**config.mk**
```make
export PLATFORM = sky130hd
export DESIGN_NAME = serial_compare_driver
export DESIGN_NICKNAME = d
export VERILOG_FILES = /design/src/rtl/serial_compare_driver.sv
export SDC_FILE = /design/constraint.sdc
export NUM_CORES = 1
export LEC_CHECK = 0
export ABC_AREA = 1
export CORE_MARGIN = 2
export CORE_UTILIZATION = 40
export CTS_CLUSTER_DIAMETER = 80
export DETAILED_ROUTE_END_ITERATION = 16
export PLACE_DENSITY_LB_ADDON = 0.1
export RECOVER_POWER = 25
export REMOVE_ABC_BUFFERS = 1
export SLEW_MARGIN = 20
export SYNTH_ARGS = -nofsm -noshare
export SYNTH_HDL_FRONTEND = slang
export SYNTH_SLANG_ARGS = --single-unit
```
**constraint.sdc**
```tcl
create_clock -name clk -period 1.25 [get_ports clk]
set_input_delay 0.125 -clock clk [delete_from_list [all_inputs] [get_ports clk]]
set_output_delay 0.125 -clock clk [all_outputs]
set_load 0.01 [all_outputs]
```
**src/rtl/serial_compare_driver.sv**
```systemverilog
// Bit-serial N-bit magnitude comparator driver for an external 1-bit K/L compare cell.
// Optional macro SERIAL_COMPARE_EARLY_EXIT_EN: finish as soon as the verdict is decided.
module serial_compare_driver #(
  parameter int WIDTH = 8,
  parameter int CNT_W = $clog2(WIDTH)
) (
  input  logic             clk,
  input  logic             reset,
  input  logic             start,
  input  logic [WIDTH-1:0] a_word,
  input  logic [WIDTH-1:0] b_word,
  output logic             busy,
  output logic             a_bit,
  output logic             b_bit,
  output logic             k_out,
  output logic             l_out,
  input  logic             k_in,
  input  logic             l_in,
  output logic             done,
  output logic             gt,
  output logic             lt,
  output logic             eq
);

  typedef enum logic [1:0] {IDLE, SHIFT, DONE} state_t;

  state_t           state_q, state_d;
  logic [WIDTH-1:0] a_sr, b_sr;
  logic [CNT_W-1:0] cnt;
  logic [1:0]       kl_q;
  logic             finish;

  always_ff @(posedge clk) begin
    if (reset) state_q <= IDLE;
    else       state_q <= state_d;
  end

  always_comb begin
    state_d = state_q;
    finish  = 1'b0;
    case (state_q)
      IDLE:  if (start) state_d = SHIFT;
      SHIFT: begin
`ifdef SERIAL_COMPARE_EARLY_EXIT_EN
        // once the cell leaves "equal so far" no later bit can change the verdict
        finish = (cnt == '0) || ({k_in, l_in} != 2'b11);
`else
        finish = (cnt == '0);
`endif
        if (finish) state_d = DONE;
      end
      DONE:    state_d = IDLE;
      default: state_d = IDLE;
    endcase
  end

  always_ff @(posedge clk) begin
    if (reset) begin
      a_sr <= '0;
      b_sr <= '0;
      cnt  <= '0;
      kl_q <= 2'b11;
      gt   <= 1'b0;
      lt   <= 1'b0;
      eq   <= 1'b0;
    end else begin
      case (state_q)
        IDLE: if (start) begin
          a_sr <= a_word;
          b_sr <= b_word;
          cnt  <= CNT_W'(WIDTH - 1);
          kl_q <= 2'b11;
        end
        SHIFT: begin
          kl_q <= {k_in, l_in};
          a_sr <= {a_sr[WIDTH-2:0], 1'b0};
          b_sr <= {b_sr[WIDTH-2:0], 1'b0};
          cnt  <= cnt - CNT_W'(1);
          if (finish) begin
            gt <=  k_in & ~l_in;
            lt <= ~k_in &  l_in;
            eq <=  k_in &  l_in;
          end
        end
        DONE:    kl_q <= 2'b11;
        default: kl_q <= 2'b11;
      endcase
    end
  end

  // cell-facing outputs depend only on registers, never on k_in/l_in
  assign busy  = (state_q != IDLE);
  assign done  = (state_q == DONE);
  assign a_bit = (state_q == SHIFT) & a_sr[WIDTH-1];
  assign b_bit = (state_q == SHIFT) & b_sr[WIDTH-1];
  assign k_out = (state_q == SHIFT) ? kl_q[1] : 1'b1;
  assign l_out = (state_q == SHIFT) ? kl_q[0] : 1'b1;

endmodule

```
==> impl_metrics.csv <==
group,metric,value,unit
finish,n_fill_cell,372,
finish,syn_to_final_growth,33.7,%
worst_setup_path,crit_path_end_kind,"output port",
routing,drt-total-wl,2620,um
placed_design,dpl_cell_area,1770,um2
synth,synth_mux_area_share,0,%
grt,grt_first_pass_wirelength,4650,um
synth,yosys.area_share.simple,32.2,%
routing,vias_per_cell,4.30,
finish,final_nets,278,
floorplan,io-pin-count,30,
cts,htree_levels,1,
synth,synth_edf_count,0,
finish,drive_gt1_share,14.6,%
cts,cts_root_buffer,"clkbuf_4",
synth,synth_adder_area_share,1.83,%
floorplan,initial_utilization,41.2,%
synth,synth_top_family_by_area,"simple AND/OR/NAND/NOR gates",
finish,diodes,0,
synth,synth_seq_area_share,38.2,%
finish,multi_input_area,654,um2
worst_setup_path,crit_path_start_kind,"flop",
grt,grt_pass1_vias,1132,
min_path,hp-class,"in2reg",
timing,fin_crit_sh,103,%
synth,synth.top_cell.area_share,38.2,%
placed_design,gp_congestion,0.787,
timing,worst_slack,-31.4,ps
placed_design,dp_cells,296,
cts,cts_sinks,26,
synth,synth.avg_cell_area,6.31,um2
synth,syn_area,1360,um2
cts,cts_buffers,3,
timing,hold_viol,0,
placed_design,port_buffers,29,
synth,synth_flop_cell,"dfxtp_1",
grt,gr-total-overflow,0,
worst_setup_path,path_max_fanout,4,
synth,postSynthCellCount,216,
placed_design,hpwlAfterDp,1960,um
timing,hold_ws,392,ps
power_and_ir_drop,power.total,0.00187,W
synth,netlist_top_cells_area,"dfxtp_1 38%, nand2_1 21%, inv_1 11%, nor2_1 7.4%, a21oi_1 7.0%",
routing,ant_nets,0,
routing,drc_errors,0,
floorplan,die_h,62.4,um
timing,fin_skew,5.93,ps
outcome,status,"complete, but fails checks",
placed_design,dp_slack,-87.1,ps
power_and_ir_drop,power_density,1020,nW/um2
synth,synthArstFlopShare,0,%
timing,slew_violations,0,
routing,drt-wirelength-per-cell,8.77,um
timing,worst_pin_slew,150,ps
finish,seqCellArea,523,um2
synth,synth_compound_area_share,10.5,%
timing,max_freq,0.780,GHz
cts,post_cts_buffers,0,
cts,insertion_delay,320,ps
floorplan,placementRows,21,
grt,grt_usage,14.5,%
worst_setup_path,timing.rr.start,"state_q[0]$_SDFFE_PP0P_",
finish,final-instance-count-excl-fill,299,
worst_setup_path,worstPathArrival,1160,ps
worst_setup_path,crit_start,"state_q[1]$_SDFFE_PP0P_",
worst_setup_path,critical_path_required,1120,ps
synth,yosysTopAreaCell,"dfxtp_1",
timing,setup_violations,10,
grt,grt_max_degree,33,
finish,fin_area,1820,um2
cts,hold_buffers,0,
timing,maxSlewHeadroom,90.0,%
power_and_ir_drop,p_leak,0.916,nW
outcome,violations,"setup timing",
min_path,min-delay-start,"b_word[0]",
routing,drtIter0Drc,56,
cts,clk_path_buf_depth,2,
floorplan,die_w,62.4,um
synth,synth_warnings,0,
timing,rsz0062_at_grt,"true",
cts,path_clk_slew,130,ps
grt,antenna_found_initial,0,
worst_setup_path,critPathKind,"reg2out",
cts,cts_tree,"done",
synth,ys_ff_latch,26,
floorplan,dieArea,3890,um2
job,drv_cap,0,
synth,synth-xor-area-share,0.642,%
routing,vias,1286,
floorplan,coreArea,3310,um2
synth,ys_types,20,
power_and_ir_drop,ir_drop,0.727,mV
timing,min_period,1280,ps
routing,firstDrtPassIters,4,
==> worst max-delay path, cell delays in order (launching register included) <==
cell	delay, ps
dfxtp_2	350
inv_2	70
nand2_4	70
or2_4	230
buf_6	120
==> logic make-up (layout without fill, tap and decap cells) <==
family          Yosys count  count (layout)
xor+xnor                  1               1
flops                    26              26
simple gates            112             112
fa+ha+maj                 2               2
compound gates           25              25
buf+inv                  50              87
==> cell usage after synthesis, types with 2 or more instances <==
master   count
nand2_1     78
inv_1       39
nor2_1      27
dfxtp_1     26
a21oi_1     19
buf_4        4
buf_6        3
nand3_1      3
buf_2        2
ha_1         2
o21ai_0      2
o22ai_1      2
or2_2        2
==> layout make-up <==
cell class | instances | share of cell area [%]
Clock buffer | 3 | 1.24
Multi-Input combinational cell | 140 | 35.9
Timing Repair Buffer | 43 | 22.6
Sequential cell | 26 | 28.7
Tap cell | 46 | 3.16
Inverter | 41 | 8.44
==> path summary, 6_finish.rpt <==
path	slack, ps	cells after the start	to
worst max register to register	-10	7	b_sr[3]$_SDFFE_PP0P_
worst min register to register	470	2	gt$_SDFFE_PP0P_
worst min-delay path	390	3	b_sr[0]$_SDFFE_PP0P_
worst max-delay path	-30	4	k_out
==> cells in the final DEF, fill, tap and decap left out <==
master and instances:
buf_12 2, ha_1 2, nor2_2 1, clkbuf_4 3, nand3_1 3, a21oi_1 18, or2_4 2, inv_2 1
buf_2 2, xor2_1 1, dfxtp_1 24, o22ai_1 2, buf_4 12, a21oi_2 2, o21ai_4 1, o21ai_0 2
nand2_1 78, nand2_4 1, dlygate4sd2_1 3, clkinv_1 1, clkdlybuf4s50_1 20, nor2_4 4, dfxtp_2 2, nor2_1 23
buf_6 4, inv_1 39
==> metal layers <==
metal	part of all wire (%)	track usage, %	wire length [um]
met5	0	0	0
met1	47	17.9	1240
met3	4.5	4.14	118
met4	0.57	3.33	15
met2	48	25.1	1250
==> repair_timing <==
item	4_1_cts	5_1_grt
hold endpoints to repair	0	0
setup endpoints to repair	21	25
gates resized for setup	35	9
==> stage by stage <==
step / setup TNS, ps / utilization [%]
final: -94.4 / 55.1
after detailed placement: -299 / 53.4
after CTS: -278 / 53.9
after global routing: -1590 / 55.1
after floorplan: -1620 / -
after global placement: -212 / 53.4
==> report_power, final <==
part,leakage [nW],switching (W),internal [W]
Sequential,0.216,0.0000293,0.000914
Clock,0.0138,0.000230,0.000113
Combinational,0.686,0.000309,0.000273
==> sequential cells by signal, summed over array words and instances (netlist names) <==
| name | flops |
|---|---|
| eq | 1 |
| b_sr | 8 |
| kl_q | 2 |
| cnt | 3 |
| a_sr | 8 |
| lt | 1 |
| gt | 1 |
| state_q | 2 |
No activity file was read; power rests on OpenSTA's default activity.
